**config.mk**
```make
export PLATFORM = sky130hd
export DESIGN_NAME = seg7_scan_decoder
export DESIGN_NICKNAME = d
export VERILOG_FILES = /design/src/rtl/seg7_scan_decoder.sv
export SDC_FILE = /design/constraint.sdc
export NUM_CORES = 1
export LEC_CHECK = 0
export CAP_MARGIN = 20
export CORE_AREA = 5 5 113 94
export DETAILED_ROUTE_END_ITERATION = 8
export DIE_AREA = 0 0 118 99
export PLACE_DENSITY = 0.61
export SYNTH_ARGS = -nofsm -noshare
export SYNTH_HDL_FRONTEND = slang
export SYNTH_SLANG_ARGS = --single-unit
export TNS_END_PERCENT = 30
```
**constraint.sdc**
```tcl
create_clock -name clk -period 3.5 [get_ports clk]
set_clock_uncertainty 0.15 [all_clocks]
set_input_delay 0.875 -clock clk [delete_from_list [all_inputs] [get_ports clk]]
set_output_delay 0.875 -clock clk [all_outputs]
set_load 0.02 [all_outputs]
```
**src/rtl/seg7_scan_decoder.sv**
```systemverilog
// Samples a multiplexed active-low seven-segment bus, filters scan glitches and
// ghosting, and reassembles the displayed hex digits into a frame word.
module seg7_scan_decoder #(
  parameter int NUM_DIGITS    = 4,
  parameter int STABLE_CYCLES = 4,
  localparam int IDX_W = (NUM_DIGITS > 1) ? $clog2(NUM_DIGITS) : 1
) (
  input  logic                    clk,
  input  logic                    rst,
  input  logic [6:0]              seg,
  input  logic [NUM_DIGITS-1:0]   an,
  input  logic                    clr_err,
  output logic [4*NUM_DIGITS-1:0] value,
  output logic [NUM_DIGITS-1:0]   blank_mask,
  output logic                    frame_strobe,
  output logic                    err,
  output logic [IDX_W-1:0]        err_digit
);

  localparam int CNT_W = 4;
  localparam logic [CNT_W-1:0] CNT_MAX  = CNT_W'(STABLE_CYCLES - 1);
  localparam logic [CNT_W-1:0] CNT_FIRE = CNT_W'(STABLE_CYCLES - 2);

  typedef enum logic [1:0] {WAIT, SETTLE, HOLD} state_t;

  // Inverse of the hex encoder table; bit 4 flags a recognised pattern.
  function automatic logic [4:0] decode_seg(input logic [6:0] s);
    logic [4:0] r;
    r = 5'b0_0000;
    unique case (s)
      7'b1000000: r = 5'h10;
      7'b1111001: r = 5'h11;
      7'b0100100: r = 5'h12;
      7'b0110000: r = 5'h13;
      7'b0011001: r = 5'h14;
      7'b0010010: r = 5'h15;
      7'b0000010: r = 5'h16;
      7'b1111000: r = 5'h17;
      7'b0000000: r = 5'h18;
      7'b0010000: r = 5'h19;
      7'b0001000: r = 5'h1A;
      7'b0000011: r = 5'h1B;
      7'b1000110: r = 5'h1C;
      7'b0100001: r = 5'h1D;
      7'b0000110: r = 5'h1E;
      7'b0001110: r = 5'h1F;
      default:    r = 5'b0_0000;
    endcase
    return r;
  endfunction

  function automatic logic [IDX_W-1:0] low_index(input logic [NUM_DIGITS-1:0] a);
    logic [IDX_W-1:0] idx;
    idx = '0;
    for (int i = 0; i < NUM_DIGITS; i++)
      if (!a[i]) idx = IDX_W'(i);
    return idx;
  endfunction

  logic [NUM_DIGITS-1:0]   an_p0;
  logic [6:0]              seg_p0;
  logic [CNT_W-1:0]        cnt_p0;
  state_t                  state;
  logic [4*NUM_DIGITS-1:0] stage_nib;
  logic [NUM_DIGITS-1:0]   stage_blank;
  logic [NUM_DIGITS-1:0]   seen;

  logic                    legal;
  logic                    same;
  logic                    capture;
  logic                    blank;
  logic                    bad;
  logic [4:0]              dec;
  logic [IDX_W-1:0]        digit;
  logic [4*NUM_DIGITS-1:0] nib_next;
  logic [NUM_DIGITS-1:0]   blank_next;
  logic [NUM_DIGITS-1:0]   seen_next;

  assign legal   = ($countones(~an) == 1);
  assign same    = (an == an_p0) && (seg == seg_p0);
  // Fires on the STABLE_CYCLES-th consecutive identical legal sample.
  assign capture = (state == SETTLE) && legal && same && (cnt_p0 == CNT_FIRE);
  assign digit   = low_index(an);
  assign dec     = decode_seg(seg);
  assign blank   = (seg == 7'b1111111);
  assign bad     = !dec[4] && !blank;

  always_comb begin
    nib_next   = stage_nib;
    blank_next = stage_blank;
    seen_next  = seen;
    nib_next[{digit, 2'b00} +: 4] = dec[4] ? dec[3:0] : 4'h0;
    blank_next[digit]             = blank;
    seen_next[digit]              = 1'b1;
  end

  always_ff @(posedge clk) begin
    if (rst) begin
      an_p0        <= '0;
      seg_p0       <= '0;
      cnt_p0       <= '0;
      state        <= WAIT;
      stage_nib    <= '0;
      stage_blank  <= '0;
      seen         <= '0;
      value        <= '0;
      blank_mask   <= '0;
      frame_strobe <= 1'b0;
      err          <= 1'b0;
      err_digit    <= '0;
    end else begin
      // Stage 0: sample register and stability counter
      an_p0  <= an;
      seg_p0 <= seg;
      if (!same || !legal)
        cnt_p0 <= '0;
      else if (cnt_p0 != CNT_MAX)
        cnt_p0 <= cnt_p0 + 1'b1;

      unique case (state)
        WAIT:    if (legal) state <= SETTLE;
        SETTLE:  if (!legal) state <= WAIT;
                 else if (capture) state <= HOLD;
        HOLD:    if (!same) state <= legal ? SETTLE : WAIT;
        default: state <= WAIT;
      endcase

      // Stage 1: capture into staging and frame assembly
      frame_strobe <= 1'b0;
      if (capture) begin
        stage_nib   <= nib_next;
        stage_blank <= blank_next;
        if (&seen_next) begin
          value        <= nib_next;
          blank_mask   <= blank_next;
          frame_strobe <= 1'b1;
          seen         <= '0;
        end else begin
          seen <= seen_next;
        end
      end

      if (capture && bad) begin
        err       <= 1'b1;
        err_digit <= digit;
      end else if (clr_err) begin
        err       <= 1'b0;
        err_digit <= '0;
      end
    end
  end

endmodule

```
### Word-level counts from Yosys, hierarchy flattened

Index checks and enable logic that the tools add are counted.

| operators by class | value |
|---|---|
| bitwise operators | 3 |
| equal/unequal tests | 26 |
| shift operators | 2 |
| $add $sub $neg | 5 |
| $lt $le $gt $ge | 2 |
| muxes and demuxes | 21 |
| reductions and logical operators | 20 |

Operators with widths:

| cell | number |
|---|---|
| case mux 5 bit (16 select lines) | 1 |
| == test 7 bit (second input constant) | 5 |
| == test 7 x 5 -> 1 bit (second input constant) | 3 |
| == test 7 x 6 -> 1 bit (second input constant) | 3 |
| bitwise mux 16 bit | 1 |
| 2-to-1 mux 2 bit | 8 |
| variable shift 4 x 6 -> 16 bit (first input constant) | 1 |
| indexed part select 4 x 6 -> 16 bit | 1 |
| == test 7 x 2 -> 1 bit (second input constant) | 2 |
| == test 7 x 4 -> 1 bit (second input constant) | 2 |
| 2-to-1 mux 4 bit | 2 |
| == test 7 x 3 -> 1 bit (second input constant) | 1 |
| == test 7 bit | 1 |
| logical AND 1 bit | 7 |
| logical NOT 7 bit | 1 |
| 2-to-1 mux 1 bit | 6 |
| negation 4 -> 6 bit | 1 |
| case mux 2 bit (3 select lines) | 1 |
| AND reduction 5 bit | 1 |
| adder 1 x 1 -> 2 bit | 2 |
| adder 4 x 1 -> 4 bit (second input constant) | 1 |
| bitwise mux 4 bit | 1 |
| == test 4 x 2 -> 1 bit (second input constant) | 1 |
| == test 4 bit | 1 |
| 20 further kinds | 25 |

| word-level totals | value |
|---|---|
| bits in registers | 65 |
| output and inout bits | 24 |

### Logic depth before layout (Yosys ltp)

| logic depth | value |
|---|---|
| word-level depth | 10 |
| depth in mapped cells | 11 |

### Worst setup path before layout

Ideal clock, no wire load.

| timing path | value |
|---|---|
| path kind | input port to flip-flop |
| start point | input an[0] |
| end point | register err_digit[0] |
| slack | -8 ps |
| library setup time | 123 ps |
| required time | 3227 ps |
| stages on the path | 10 |
| arrival | 3234 ps |
| cells stage by stage | fa_1 -> inv_1 -> ha_1 -> ha_1 -> nor2_1 -> nand4_1 -> or4b_1 -> nor3_2 -> nand3_2 -> mux2_1 |

| on the way | value |
|---|---|
| cells in the longest elaborated chain, start to end | 9 |
| elaborated cells between the ends (all ways) | 12 |

RTL lines:

| element | RTL line | text |
|---|---|---|
| start, declared | 11 | `input logic [NUM_DIGITS-1:0] an,` |
| inverter 4 bit | 79 | `assign legal = ($countones(~an) == 1);` |
| adder 1 x 1 -> 2 bit (not written as such) | 79 |  |
| adder 2 x 2 -> 3 bit (not written as such) | 79 |  |
| == test 3 x 1 -> 1 bit | 79 |  |
| logical AND 1 bit | 82 | `assign capture = (state == SETTLE) && legal && same && (cnt_p0 == CNT_FIRE);` |
| logical AND 1 bit (*) (2 in a row) | 82 |  |
| logical AND 1 bit (*) | 143 | `if (capture && bad) begin` |
| 2-to-1 mux 2 bit or nonzero test 2 bit (tied branches) | -- |  |
| end signal, assigned | 145 | `err_digit <= digit;` |
| end, declared | 17 | `output logic [IDX_W-1:0] err_digit` |

Every way passes the cells marked *; elsewhere a longest branch is shown, timed or not.
A chain may end at the register's enable or synchronous reset.

### Final worst setup path

| timing path | value |
|---|---|
| start point | input an[1] |
| end point | register err_digit[0] |

| on the way | value |
|---|---|
| cells in the longest elaborated chain, start to end | 9 |
| elaborated cells between the ends (all ways) | 15 |

RTL lines:

| element | RTL line |
|---|---|
| inverter 4 bit | 79 |
| adder 1 x 1 -> 2 bit (not written as such) | 79 |
| adder 2 x 2 -> 3 bit (not written as such) | 79 |
| == test 3 x 1 -> 1 bit | 79 |
| logical AND 1 bit (3 in a row) | 82 |
| logical AND 1 bit | 143 |
| 2-to-1 mux 2 bit or nonzero test 2 bit (tied branches) | -- |

Parallel ways exist; a longest one is shown, timed or not.

==> flow_summary.yaml <==
run_status:
  status: "finished clean"
synth:
  synthDistinctLibCells: 62
  yosysWarningCount: 0
  yosys_most_used_dff: "dfxtp_1"
  synth_seq_cells: 65
  synth_edf_count: 0
  syn_avg_cell_area_um2: 9.862
  seq_area_frac_synth_pct: 40.85
  syn-num-nets: 342
  async_reset_ff_share_pct: 0
  synthesis.area_mm2: 0.003186
  synthCells: 323
timing:
  fmax_ghz: 0.2974
  finalCritPeriodShare_pct: 96.07
  tightestPinTransition_ns: 0.6658
  drv_slew: 0
  rsz0062_at_grt: "no"
  max-slew-margin-rel_pct: 55.27
  hold_ws_ns: 0.3154
  min_period_ns: 3.363
  finalSetupViolations: 0
  finalHoldViolCount: 0
layout:
  fin_nets: 405
  post_route_cells_drive_above_1_share_pct: 24.36
  areaGrowthSynthToFinish_pct: 29.93
  antenna_cells: 0
die:
  die_h_um: 99
  die_x_um: 118
  std_cell_rows: 32
  start_util_pct: 34.00
  coreArea_mm2: 0.009369
  die-area_mm2: 0.01168
  io_pins: 38
setup_path:
  cp-startpoint: "an[1]"
  r2r_cells: 6
  crit_arrival_ns: 3.42
  crit_path_end: "err_digit[0]"
  cp_max_fo: 3
  crit_chain: "clkdlybuf4s15_1 -> fa_1 -> inv_1 -> ha_1 -> ha_1 -> nor2_2 -> nand4_1 -> or4b_1 -> nor3_2 -> nand3_2 -> mux2_4"
  crit_type: "input pin to register"
  worstPathRequired_ns: 3.56
  end_kind: "register"
  critPathLaunchType: "input pin"
  crit_top_cell: "ha_1"
  r2r_start: "seg_p0[2]"
  crit_path_max_incr_delay_ns: 0.49
  timing.rr.end: "err_digit[0]"
  rrSetupSlack_ns: 1.30
  crit_path_top_delay_cell: "fa_1"
clock_tree:
  cts.htree.levels: 3
  cts_root_buf: "clkbuf_16"
  cts_inserted_buffers: 9
  cts_tree: "yes"
  clock_sinks: 65
  cts_buffer_depth: 2
  hold_buffers: 0
  insertion_delay_ns: 0.32
  clk_pin_slew_worst_paths_ns: 0.05
worst_hold_path:
  worstHoldPathCells: 1
  hp-class: "register to register"
placed_design:
  routabilityCongestion: 0.7903
  port-buffer-count: 37
  hpwl_um: 5165
detailed_routing:
  vias: 2531
  finalWirelength_um: 7355
  wire_per_inst_um: 14.45
  first_iter_violations: 144
  drc: 0
  ant_nets: 0
  drtPass1Iterations: 4
  vias_per_cell: 4.972
pwr:
  cellLeakagePower_uw: 0.001498
  powerDensity_mw_per_mm2: 424.0
  p_total_uw: 1755
  vdd_drop_max_uv: 271.1
global_routing:
  gr-total-overflow: 0
  grt_antenna_before_repair: 0
  track_usage_pct: 13.16
  grt_max_degree: 25
  grt_first_pass_wirelength_um: 12520
  grt_pass1_vias: 2453
job:
  cap_violations: 0
flip-flops by register name, summed over array words and instances (netlist names):
register and count:
err 1, cnt_p0 4, seg_p0 7, seen 4
stage_nib 16, frame_strobe 1, state 2, stage_blank 4
an_p0 4, err_digit 2, blank_mask 4, value 16
through the flow:
stage          area (um2)  setup slack, ns  util (%)  TNS [ns]  instances
6_report             4139           0.1374     44.18         0        509
5_1_grt              4139          0.02678     44.18         0        509
4_1_cts              4129         0.009508     44.07         0        508
3_5_place_dp         3839          -0.6392     40.97    -19.03        493
3_3_place_gp         3834          -0.5441     40.92    -15.98        492
2_1_floorplan        3186          0.01441         -         0        323
report_power, final:
group | switching (uW) | leakage [uW] | total (uW) | internal, uW
combinational | 82.4 | 0.000834 | 144 | 61.8
sequential | 3.88 | 0.000526 | 752 | 749
clock | 316 | 0.000137 | 858 | 542
total | 402 | 0.00150 | 1750 | 1350
cells by family (layout without fill, tap and decap cells):
logic type / count (synthesis) / after routing / share of synthesized area (%)
and+or+nand+nor: 121 / 121 / 21.25
AOI/OAI and AO/OA: 72 / 72 / 20.46
DFF: 65 / 65 / 40.85
buffers and inverters: 27 / 94 / 5.067
muxes: 19 / 19 / 6.088
xor gates and xnor gates: 14 / 14 / 4.085
adders and majority gates: 5 / 5 / 2.200
cell usage after synthesis, types with 2 or more instances:
cell,instances,area [um2]
or4b_1,2,20.02
xnor2_1,2,17.52
o2bb2ai_2,19,285.3
nor3_1,4,20.02
nor3_2,3,30.03
nor2_2,4,25.02
nand2_1,17,63.81
nor3b_1,5,37.54
inv_1,6,22.52
nand3_1,4,20.02
o21ai_0,5,25.02
clkbuf_8,2,27.53
ha_1,4,50.05
xor2_1,11,96.34
mux2_1,2,22.52
nor2b_1,10,62.56
buf_2,5,25.02
nor4_1,4,25.02
o21a_1,8,60.06
a21oi_1,10,50.05
nor2_1,43,161.4
nand3b_1,2,15.01
nand4_1,3,18.77
buf_6,4,45.04
clkbuf_1,8,30.03
or3_1,3,18.77
a211oi_1,19,142.6
mux2i_1,16,160.2
dfxtp_1,65,1301
how the worst min path moves through the flow:
stage	endpoint	from	slack (ns)
2_1_floorplan	state[0]	state[0]	0.28
3_3_place_gp	value[3]	value[3]	0.30
3_5_place_dp	value[3]	value[3]	0.30
4_1_cts	value[3]	value[3]	0.32
5_1_grt	value[8]	value[8]	0.33
6_report	value[3]	value[3]	0.32
layout by cell type (no fill, tap or decap), drive strengths merged, types with 3 or more instances in the layout:
master,count
nor3b,5
clkbuf,10
mux2,3
nand3,5
o2bb2ai,20
nand2,17
o21ai,6
a211oi,19
nor2,47
nor4,5
clkinv,3
a21oi,11
dfxtp,65
nand4,3
mux2i,16
nor2b,10
ha,4
nor3,7
buf,37
or3,4
xor2,12
inv,6
o21a,8
clkdlybuf4s50,34
worst max-delay path, delay by kind of cell:
| kind | cells | cell delay, ns |
|---|---|---|
| adders and majority gates | 3 | 0.96 |
| buffers and inverters | 2 | 0.24 |
| muxes | 1 | 0.33 |
| and+or+nand+nor | 5 | 1.02 |
final cells by class:
class | instances | area [um2]
inverter | 6 | 22.52
fill | 910 | 5230
timing repair buffer | 73 | 648.1
clock buffer | 9 | 225.2
tap | 119 | 148.9
clock inverter | 6 | 60.06
multi-input combinational | 231 | 1733
sequential | 65 | 1301
per-layer routing:
metal	GRT usage [%]	vias to the layer above	wire [um]
li1	-	1285	-
met5	0	-	0
met2	19.52	50	3240
met4	4.233	0	59
met1	17.95	1190	3693
met3	4.532	6	361
repair_timing:
| item | CTS | global route |
|---|---|---|
| pin swaps | 6 | 3 |
| setup endpoints to repair | 44 | 2 |
| setup buffers | 0 | 1 |
| cloned | 0 | 0 |
| resized for setup | 11 | 3 |
(Power assumes the default switching activity.)
